File: src/rtl/sw_input_conditioner.sv
// Two-flop synchroniser plus per-bit debounce counter and edge pulses for the board switches.
// Define SWCOND_GLITCH_CNT_EN to add an 8-bit saturating count of aborted debounces (glitch_cnt).
module sw_input_conditioner #(
    parameter int              N_SW            = 9,
    parameter int              DEBOUNCE_CYCLES = 16,
    parameter logic [N_SW-1:0] RESET_VALUE     = '0
) (
    input  logic            clk,
    input  logic            reset,
    input  logic [N_SW-1:0] sw_raw,
    output logic [N_SW-1:0] sw_clean,
    output logic [N_SW-1:0] sw_rise,
    output logic [N_SW-1:0] sw_fall,
`ifdef SWCOND_GLITCH_CNT_EN
    output logic [7:0]      glitch_cnt,
`endif
    output logic            stable
);

    localparam int              CW      = $clog2(DEBOUNCE_CYCLES);
    localparam logic [CW-1:0]   CNT_MAX = CW'(DEBOUNCE_CYCLES - 1);

    logic [N_SW-1:0] s1;
    logic [N_SW-1:0] s2;
    logic [N_SW-1:0] clean_d;
    logic [CW-1:0]   cnt [N_SW];

    // NOTE: all state below is updated with non-blocking assignments so every
    // register samples the pre-edge values of the others, as the flops would.
    always_ff @(posedge clk) begin
        if (reset) begin
            s1       <= RESET_VALUE;
            s2       <= RESET_VALUE;
            sw_clean <= RESET_VALUE;
            clean_d  <= RESET_VALUE;
            for (int i = 0; i < N_SW; i++) begin
                cnt[i] <= '0;
            end
        end else begin
            s1      <= sw_raw;
            s2      <= s1;
            clean_d <= sw_clean;
            for (int i = 0; i < N_SW; i++) begin
                if (s2[i] == sw_clean[i]) begin
                    cnt[i] <= '0;
                end else if (cnt[i] == CNT_MAX) begin
                    sw_clean[i] <= s2[i];
                    cnt[i]      <= '0;
                end else begin
                    cnt[i] <= cnt[i] + 1'b1;
                end
            end
        end
    end

    assign sw_rise = sw_clean & ~clean_d;
    assign sw_fall = ~sw_clean & clean_d;

    // NOTE: every variable written here gets a default first, so no latch is inferred.
    always_comb begin
        stable = 1'b1;
        for (int i = 0; i < N_SW; i++) begin
            if (cnt[i] != '0) begin
                stable = 1'b0;
            end
        end
    end

`ifdef SWCOND_GLITCH_CNT_EN
    logic any_abort;

    // An abort is a running count collapsing because s2 fell back to the clean level.
    always_comb begin
        any_abort = 1'b0;
        for (int i = 0; i < N_SW; i++) begin
            if ((s2[i] == sw_clean[i]) && (cnt[i] != '0)) begin
                any_abort = 1'b1;
            end
        end
    end

    always_ff @(posedge clk) begin
        if (reset) begin
            glitch_cnt <= '0;
        end else if (any_abort && (glitch_cnt != 8'hFF)) begin
            glitch_cnt <= glitch_cnt + 8'd1;
        end
    end
`endif

endmodule

File: config.mk
export PLATFORM = sky130hd
export DESIGN_NAME = sw_input_conditioner
export DESIGN_NICKNAME = d
export VERILOG_FILES = /design/src/rtl/sw_input_conditioner.sv
export SDC_FILE = /design/constraint.sdc
export NUM_CORES = 1
export LEC_CHECK = 0
export ABC_AREA = 1
export BUFFER_PORTS_ARGS = -buffer_cell sky130_fd_sc_hd__buf_2
export CAP_MARGIN = 5
export CORE_MARGIN = 3
export CORE_UTILIZATION = 57
export DETAILED_ROUTE_END_ITERATION = 16
export PLACE_DENSITY = 0.78
export SKIP_CTS_REPAIR_TIMING = 1
export SLEW_MARGIN = 5
export SYNTH_ARGS = -nofsm -noshare
export SYNTH_HDL_FRONTEND = slang
export SYNTH_SLANG_ARGS = --single-unit
File: constraint.sdc
create_clock -name clk -period 1.4 [get_ports clk]
set_input_delay 0.07 -clock clk [delete_from_list [all_inputs] [get_ports clk]]
set_output_delay 0.07 -clock clk [all_outputs]
set_load 0.05 [all_outputs]
==> results.txt, run 1 <==
----------------------------------------------------
[Cells and area]
  Ant diodes ... 0
  Total number of nets in the final design ... 493
  Layout cells sized above 1 ... 20.68%
  Count of non-filler cells in the finished layout ... 539
  Leading cell types in the layout, fill and taps excluded ... sky130_fd_sc_hd__nor2_1, sky130_fd_sc_hd__inv_1, sky130_fd_sc_hd__buf_2
  Most common cell after layout, fill and taps aside ... sky130_fd_sc_hd__nor2_1
  Relative area change from synthesis to final layout ... 28.36%

[Global routing]
  Total Routing Usage GR ... 19.65%
  Via count of the first global-routing pass ... 2,356
  Number of antenna violations at the first check in global routing ... 0
  Total global routing overflow ... 0
  First-pass GRT wire length ... 9.611 mm
  Largest net degree at the start of global routing ... 20

[Worst setup path]
  Critical path class ... reg -> out
  Depth of the worst register-to-register path ... 5
  Max Fanout on Critical Path ... 2
  Data arrival time of the critical path ... 1620 ps
  Required @ worst endpoint ... 1330 ps
  Critical Path End Type ... output pin
  Critical Path Start Type ... register

[Timing]
  Post-route clock period utilization ... 120.5%
  Final critical path time including I/O delays and setup ... 1688 ps
  Max Clk Rate ... 0.5925 GHz
  Max Transition Viols Final ... 0
  Least setup slack across all paths after layout ... -287.6 ps
  Unrepaired setup endpoints after global routing ... yes
  Final-report setup violation count ... 1
  Number of hold violations in the final report ... 0
  Setup Total Neg Slack ... -287.6 ps
  Clock skew ... 5.245 ps

[Clock tree]
  Clock tree from TritonCTS ... done
  Clock buffer depth ... 2
  Root Driver ... sky130_fd_sc_hd__clkbuf_8
  Number of CTS-inserted buffers ... 9
  Clock latency reported for the late side of the worst-skew pair ... 340 ps
  H-tree levels ... 3
  Clock Pin Slew Worst Setup and Hold Paths ... 70 ps
  Clock Sink Count ... 72

[Run]
  Max cap viols ... 0

[Floorplanning]
  DIE AREA ... 6588 sq um
  Count of standard-cell rows ... 26
  Core area ... 5270 sq um
  Floorplan die width ... 81.17 um
  # IOs ... 39
  Effective utilization at floorplan ... 61.11%
  Vertical extent of the die ... 81.17 um

[Synthesis]
  Post-synthesis cell area ... 3221 sq um
  Cell types with the largest area share after synthesis ... sky130_fd_sc_hd__edfxtp_1, sky130_fd_sc_hd__dfxtp_1, sky130_fd_sc_hd__nor2_1
  Flip-flop and latch count after synthesis ... 72
  Cells after synthesis ... 356
  Sequential element share of the synthesized area ... 55.94%
  Post-synthesis cell type count ... 18
  Mean instance size in the synthesized netlist ... 9.047 sq um
  YS warnings ... 0
  Library cell with the largest summed area after synthesis ... sky130_fd_sc_hd__edfxtp_1
  Fraction of post-synthesis cell area in the top cell type by area ... 33.57%

[Route]
  Total wirelength of the detailed-routed design ... 5.972 mm
  Initial detailed-routing violation count ... 89
  Average wire per cell in the routed design ... 11.08 um
  1st-pass router iterations ... 4
  Detailed-route DRC error count ... 0
  Via count normalized by instance count ... 4.562
  Vias post-DR ... 2,459
  Number of nets with antenna violations after routing ... 0

[Placement]
  Worst Setup Slack post-DPL ... 41.61 ps
  Final weighted congestion in routability-driven placement ... 0.7933
  Inst Count DP ... 511
  Post-DP HPWL ... 4.266 mm
  Number of port buffers ... 38

[Worst hold path]
  Hold Path Stages ... 2
  Class of the most critical hold timing path ... in -> reg

[Power and ir drop]
  Peak supply drop ... 817.7 uV
  Power density normalized to cell area ... 1016 nW/um^2
  Total power draw ... 4200 uW
  Leakage dissipation ... 0.001941 uW

[Outcome]
  Outcome ... finished with violations
  Failing checks ... negative setup slack

----------------------------------------------------
[report_power, final]
| group | internal, uW | switching (uW) |
|---|---|---|
| Sequential | 2290 | 53.9 |
| Combinational | 141 | 189 |
| Clock | 792 | 734 |
| Total | 3220 | 978 |
[routing by layer]
metal / GRT usage (%) / part of all wire, %
met5: 0 / 0
met2: 34.89 / 50
met1: 21.19 / 43
met4: 9.628 / 2.5
met3: 5.876 / 4.4
[flip-flops by register name, summed over array words and instances (netlist names)]
| register | flops |
|---|---|
| s1 | 9 |
| s2 | 9 |
| sw_clean | 9 |
| clean_d | 9 |
| cnt | 36 |
[final timing paths]
check        slack [ps]                       to               startpoint
max                -290                   stable  cnt[5][0]$_SDFFCE_PN0P_
min                  60         s2[0]$_SDFF_PP0_                    reset
max reg2reg          20  cnt[6][2]$_SDFFCE_PN0P_  cnt[6][0]$_SDFFCE_PN0P_
min reg2reg         410         s2[0]$_SDFF_PP0_         s1[0]$_SDFF_PP0_
[critical path, stage by stage, from the launching register on]
cell	delay [ps]
sky130_fd_sc_hd__edfxtp_1	420
sky130_fd_sc_hd__inv_1	90
sky130_fd_sc_hd__ha_1	150
sky130_fd_sc_hd__nand2_1	50
sky130_fd_sc_hd__inv_1	60
sky130_fd_sc_hd__nand2_1	70
sky130_fd_sc_hd__nor2_1	90
sky130_fd_sc_hd__nand2_1	80
sky130_fd_sc_hd__nor2_2	100
sky130_fd_sc_hd__buf_6	170
[stage by stage]
step / hold slack (ps) / utilization [%] / instance area, sq um
3_3_place_gp: 269.8 / 71.25 / 3755
2_1_floorplan: 177.0 / - / 3377
4_1_cts: -85.52 / 74.76 / 3940
6_report: 57.23 / 78.44 / 4134
3_5_place_dp: 277.3 / 71.25 / 3755
5_1_grt: 51.28 / 78.44 / 4134
[cell families after synthesis]
group / Yosys count / share of synthesized area (%)
compound gates: 26 / 4.351
fa+ha+maj: 18 / 6.993
simple gates: 144 / 18.18
xor+xnor: 18 / 4.895
other cells: 1 / 0.1164
buf+inv: 77 / 9.518
flops: 72 / 55.94
[cell type report]
cell class,instances,area (sq um)
clock buffer,13,170.2
multi-input combinational,242,1344
inverter,73,274.0
sequential,72,1802
timing repair buffer,66,441.7
tap,70,87.58
fill,356,1136
clock inverter,3,15.01
[synthesized netlist by cell type (all sizes together)]
| cell type | count |
|---|---|
| a21oi | 13 |
| buf | 4 |
| conb | 1 |
| dfxtp | 36 |
| edfxtp | 36 |
| ha | 18 |
| inv | 73 |
| nand2 | 17 |
| nand3 | 24 |
| nor2 | 103 |
| o211ai | 4 |
| o21ai | 9 |
| xnor2 | 9 |
| xor2 | 9 |
No activity file was read; power rests on OpenSTA's default activity.
==> inputs of run 2 (changes only) <==
Settings changed: CORE_MARGIN 3 to 1, GPL_TIMING_DRIVEN set to 1.
==> run 2 against run 1 <==
The run still ends with negative setup slack left; sequential power hardly changed; critical path depth unchanged; register-to-register slack gained 70 ps; utilization decreased by 5.4 points; clock-buffer cell count grew 2; first-iteration DRC count up 16%; global-route usage rose by 1.1 points; clock power shrank 8%; clock skew up 1.0 ps; wire length fell by 1.5%; fmax up 0.45%; critical path type unchanged.
==> results.txt, run 2 (synthesis results as in run 1) <==
----------------------------------------------------
[Cells and area]
  Most common cell after layout, fill and taps aside ... sky130_fd_sc_hd__nor2_1
  Count of non-filler cells in the finished layout ... 533
  Relative area change from synthesis to final layout ... 24.05%
  Total number of nets in the final design ... 485
  Max FFs per register ... 36
  Filler Cell Count ... 450
  Layout cells sized above 1 ... 17.14%
  Largest register by flop count ... cnt
  Leading cell types in the layout, fill and taps excluded ... sky130_fd_sc_hd__nor2_1, sky130_fd_sc_hd__inv_1, sky130_fd_sc_hd__buf_2
  Ant diodes ... 0
  Final design utilization ... 73.00%

[Timing]
  Least setup slack across all paths after layout ... -280.1 ps
  Max Transition Viols Final ... 0
  Max Clk Rate ... 0.5952 GHz
  Post-route clock period utilization ... 120.0%
  Unrepaired setup endpoints after global routing ... yes
  Final-report setup violation count ... 1
  Clock skew ... 6.288 ps
  Final critical path time including I/O delays and setup ... 1680 ps
  Number of hold violations in the final report ... 0

[Floorplanning]
  Core area ... 5473 sq um
  Vertical extent of the die ... 77.17 um
  Floorplan die width ... 77.17 um
  Count of standard-cell rows ... 27
  Effective utilization at floorplan ... 58.85%
  # IOs ... 39
  DIE AREA ... 5954 sq um

[Clock tree]
  H-tree levels ... 3
  Clock buffer depth ... 2
  Clock latency reported for the late side of the worst-skew pair ... 340 ps
  Clock Sink Count ... 72
  Clock Pin Slew Worst Setup and Hold Paths ... 70 ps
  Clock tree from TritonCTS ... done
  Number of CTS-inserted buffers ... 9
  Root Driver ... sky130_fd_sc_hd__clkbuf_8

[Power and ir drop]
  Leakage dissipation ... 0.001877 uW
  Power density normalized to cell area ... 1015 nW/um^2
  Peak supply drop ... 736.7 uV

[Placement]
  Inst Count DP ... 508
  Post-DP HPWL ... 4.117 mm
  Worst Setup Slack post-DPL ... -8.912 ps
  Number of port buffers ... 38
  Final weighted congestion in routability-driven placement ... 0.7435

[Route]
  Via count normalized by instance count ... 4.546
  Vias post-DR ... 2,423
  Average wire per cell in the routed design ... 11.04 um
  1st-pass router iterations ... 5
  Initial detailed-routing violation count ... 103
  Detailed-route DRC error count ... 0
  Number of nets with antenna violations after routing ... 0
  Total wirelength of the detailed-routed design ... 5.885 mm

[Global routing]
  Total Routing Usage GR ... 20.71%
  Via count of the first global-routing pass ... 2,303
  Largest net degree at the start of global routing ... 19
  Total global routing overflow ... 0
  First-pass GRT wire length ... 9.542 mm
  Number of antenna violations at the first check in global routing ... 0

[Worst hold path]
  Class of the most critical hold timing path ... in -> reg
  Worst Hold Launch ... reset
  End point of the most critical hold path ... clean_d[7]$_SDFF_PP0_
  Hold Path Stages ... 2

[Outcome]
  Failing checks ... negative setup slack
  Outcome ... finished with violations

[Worst setup path]
  Critical Path Start Type ... register
  Crit path from ... cnt[8][1]$_SDFFCE_PN0P_
  Critical path class ... reg -> out
  RR Startpoint ... cnt[8][0]$_SDFFCE_PN0P_
  Required @ worst endpoint ... 1330 ps
  Depth of the worst register-to-register path ... 5
  Critical Path End Type ... output pin
  Data arrival time of the critical path ... 1610 ps
  Max Fanout on Critical Path ... 3
  R2r endpoint ... cnt[8][2]$_SDFFCE_PN0P_
  Register-to-register setup slack ... 90 ps

[Run]
  Max cap viols ... 0

----------------------------------------------------
[run 2: cell count changes in the layout (fill, tap and decap cells not counted), moves of 2 or more]
cell,previous run,this run
sky130_fd_sc_hd__clkbuf_1,2,5
sky130_fd_sc_hd__clkinv_2,3,1
sky130_fd_sc_hd__nand3_4,2,0
sky130_fd_sc_hd__nor2_2,13,11
sky130_fd_sc_hd__buf_4,18,11
sky130_fd_sc_hd__nor2_1,89,91
sky130_fd_sc_hd__nand3_1,14,17
[run 2: cell type report]
type	count	area [sq um]	area share (%)
Multi-Input combinational cell	242	1299	32.51
Timing Repair Buffer	58	369.1	9.239
Tap cell	72	90.09	2.255
Inverter	73	274.0	6.859
Clock inverter	1	5.005	0.1253
Sequential cell	72	1802	45.10
Clock buffer	15	156.4	3.915
[run 2: how the worst max path moves through the flow]
stage	endpoint	slack, ps	cells past startpoint
finish	stable	-280	9
CTS	stable	-390	9
floorplan	stable	40	8
global placement	stable	80	9
global route	stable	-390	9
detailed placement	stable	-9	9
[run 2: routing by layer]
metal,vias up,part of all wire (%),GRT usage [%]
met4,0,2.3,12.08
met1,1096,44,22.38
met3,14,3.0,4.286
met5,-,0,0
met2,47,51,37.08
li1,1266,-,-
[run 2: through the flow]
step,instance area (sq um),hold WS (ps),power (uW),setup TNS (ps)
after floorplan,3377,177.0,2579,0
after global placement,3707,268.7,2654,0
after detailed placement,3707,279.6,2667,-8.912
after CTS,3869,-82.13,4057,-388.6
after global routing,3995,170.4,4208,-398.3
final,3995,148.2,4055,-280.1
[run 2: power by group]
part / switching [uW] / total (uW) / internal [uW] / leakage, uW
registers: 58.4 / 2350 / 2290 / 0.000665
logic: 178 / 301 / 123 / 0.00113
clock network: 712 / 1410 / 694 / 0.0000817
[run 2: worst max-delay path: stages (launching register included)]
cell and delay (ps):
sky130_fd_sc_hd__edfxtp_1 420, sky130_fd_sc_hd__inv_1 80, sky130_fd_sc_hd__ha_1 160, sky130_fd_sc_hd__nand2_1 50
sky130_fd_sc_hd__inv_1 50, sky130_fd_sc_hd__nand2_1 50, sky130_fd_sc_hd__nor2_1 100, sky130_fd_sc_hd__nand2_1 90
sky130_fd_sc_hd__nor2_2 110, sky130_fd_sc_hd__buf_6 170
==> inputs of run 3 (changes only) <==
Settings changed: MAX_ROUTING_LAYER set to met4.
==> run 3 against run 2 <==
The flow still finishes with violations (negative setup slack); first-iteration DRC count is the same; cell count is the same; register-to-register slack about the same; worst setup slack about the same; wire length decreased by 0.37%; clock-buffer cell count unchanged; utilization unchanged; sequential power about the same; critical path depth is the same; fmax hardly changed; critical endpoint unchanged; highest routed layer unchanged.
==> results.txt, run 3 (synthesis results as in run 1) <==
----------------------------------------------------
[Timing]
  Final-report setup violation count ... 1
  Number of hold violations in the final report ... 0
  Least setup slack across all paths after layout ... -279.7 ps
  Post-route clock period utilization ... 120.0%
  Clock skew ... 7.022 ps
  Final critical path time including I/O delays and setup ... 1680 ps
  Max Clk Rate ... 0.5954 GHz
  Unrepaired setup endpoints after global routing ... yes
  Max Transition Viols Final ... 0

[Clock tree]
  Clock latency reported for the late side of the worst-skew pair ... 340 ps
  Clock Pin Slew Worst Setup and Hold Paths ... 70 ps
  Root Driver ... sky130_fd_sc_hd__clkbuf_8
  H-tree levels ... 3
  Clock buffer depth ... 2
  Clock Sink Count ... 72
  Clock tree from TritonCTS ... done
  Number of CTS-inserted buffers ... 9

[Global routing]
  Number of antenna violations at the first check in global routing ... 0
  Total Routing Usage GR ... 21.39%
  Total global routing overflow ... 0
  Via count of the first global-routing pass ... 2,302
  First-pass GRT wire length ... 9.542 mm
  Largest net degree at the start of global routing ... 19

[Route]
  Number of nets with antenna violations after routing ... 0
  Via count normalized by instance count ... 4.540
  1st-pass router iterations ... 4
  Initial detailed-routing violation count ... 103
  Vias post-DR ... 2,420
  Total wirelength of the detailed-routed design ... 5.863 mm
  Average wire per cell in the routed design ... 11.00 um
  Detailed-route DRC error count ... 0

[Cells and area]
  Layout cells sized above 1 ... 17.14%
  Ant diodes ... 0
  Leading cell types in the layout, fill and taps excluded ... sky130_fd_sc_hd__nor2_1, sky130_fd_sc_hd__inv_1, sky130_fd_sc_hd__buf_2
  Final design utilization ... 73.00%
  Relative area change from synthesis to final layout ... 24.05%
  Count of non-filler cells in the finished layout ... 533
  Max FFs per register ... 36
  Largest register by flop count ... cnt
  Most common cell after layout, fill and taps aside ... sky130_fd_sc_hd__nor2_1
  Total number of nets in the final design ... 485

[Worst setup path]
  Critical Path End Type ... output pin
  Crit path from ... cnt[8][1]$_SDFFCE_PN0P_
  Required @ worst endpoint ... 1330 ps
  Critical path class ... reg -> out
  Max Fanout on Critical Path ... 3
  Depth of the worst register-to-register path ... 5
  Critical Path Sink ... stable
  Data arrival time of the critical path ... 1610 ps
  R2r endpoint ... cnt[8][2]$_SDFFCE_PN0P_
  RR Startpoint ... cnt[8][0]$_SDFFCE_PN0P_
  Critical Path Start Type ... register
  Register-to-register setup slack ... 90 ps

[Power and ir drop]
  Switching power summed over all nets ... 948.4 uW
  Switching Share ... 23.39%
  Internal power ... 3106 uW
  Leakage dissipation ... 0.001877 uW
  Combinational Power Share ... 7.4%
  Peak supply drop ... 736.6 uV
  Fraction of power consumed by sequential logic ... 57.9%
  Power density normalized to cell area ... 1015 nW/um^2
  Proportion of power drawn by the clock network ... 34.7%

[Floorplanning]
  Vertical extent of the die ... 77.17 um
  Core area ... 5473 sq um
  DIE AREA ... 5954 sq um
  # IOs ... 39
  Effective utilization at floorplan ... 58.85%
  Floorplan die width ... 77.17 um
  Count of standard-cell rows ... 27

[Worst hold path]
  Class of the most critical hold timing path ... in -> reg

[Outcome]
  Outcome ... finished with violations
  Failing checks ... negative setup slack

[Placement]
  Post-DP HPWL ... 4.117 mm
  Number of port buffers ... 38
  Final weighted congestion in routability-driven placement ... 0.7528
  Inst Count DP ... 508

[Run]
  Max cap viols ... 0

----------------------------------------------------
[run 3: critical path: stages, from the launching register on]
cell                       delay (ps)
sky130_fd_sc_hd__edfxtp_1         420
sky130_fd_sc_hd__inv_1             80
sky130_fd_sc_hd__ha_1             150
sky130_fd_sc_hd__nand2_1           50
sky130_fd_sc_hd__inv_1             50
sky130_fd_sc_hd__nand2_1           50
sky130_fd_sc_hd__nor2_1           100
sky130_fd_sc_hd__nand2_1           90
sky130_fd_sc_hd__nor2_2           110
sky130_fd_sc_hd__buf_6            170
[run 3: metal layers]
layer  GRT usage, %  vias up  share of wire (%)
li1               -     1266                  -
met2          37.08       46                 51
met4          12.08        0                2.4
met5              -        -                  0
met3          4.643       14                3.0
met1          22.38     1094                 44
[run 3: how the worst min path moves through the flow]
stage	from	to	slack, ps	cells past startpoint
final	reset	clean_d[7]$_SDFF_PP0_	150	2
after global routing	reset	clean_d[7]$_SDFF_PP0_	170	2
after CTS	sw_raw[7]	s1[7]$_SDFF_PP0_	-80	3
after detailed placement	sw_raw[3]	s1[3]$_SDFF_PP0_	280	3
after global placement	sw_raw[6]	s1[6]$_SDFF_PP0_	270	3
after floorplan	sw_raw[0]	s1[0]$_SDFF_PP0_	180	2
[run 3: power groups by stage]
stage	sequential, uW	combinational [uW]	clock [uW]
after floorplan	2390	188	0
after global placement	2390	267	0
after detailed placement	2390	274	0
after CTS	2350	277	1430
after global routing	2360	343	1510
final	2350	301	1410
[run 3: metrics by stage]
stage | total power, uW | hold slack, ps | setup WS [ps] | TNS (ps) | instance area [sq um]
6_report | 4055 | 147.3 | -279.7 | -279.7 | 3995
5_1_grt | 4211 | 167.8 | -388.9 | -401.0 | 3995
4_1_cts | 4057 | -82.13 | -388.6 | -388.6 | 3869
3_5_place_dp | 2667 | 279.6 | -8.912 | -8.912 | 3707
3_3_place_gp | 2654 | 268.7 | 82.85 | 0 | 3707
2_1_floorplan | 2579 | 177.0 | 44.08 | 0 | 3377
[run 3: final cells by class]
type                       count  area [sq um]
clock buffer                  15         156.4
fill                         450          1478
sequential                    72          1802
clock inverter                 1         5.005
multi-input combinational    242          1299
tap                           72         90.09
timing repair buffer          58         369.1
inverter                      73         274.0
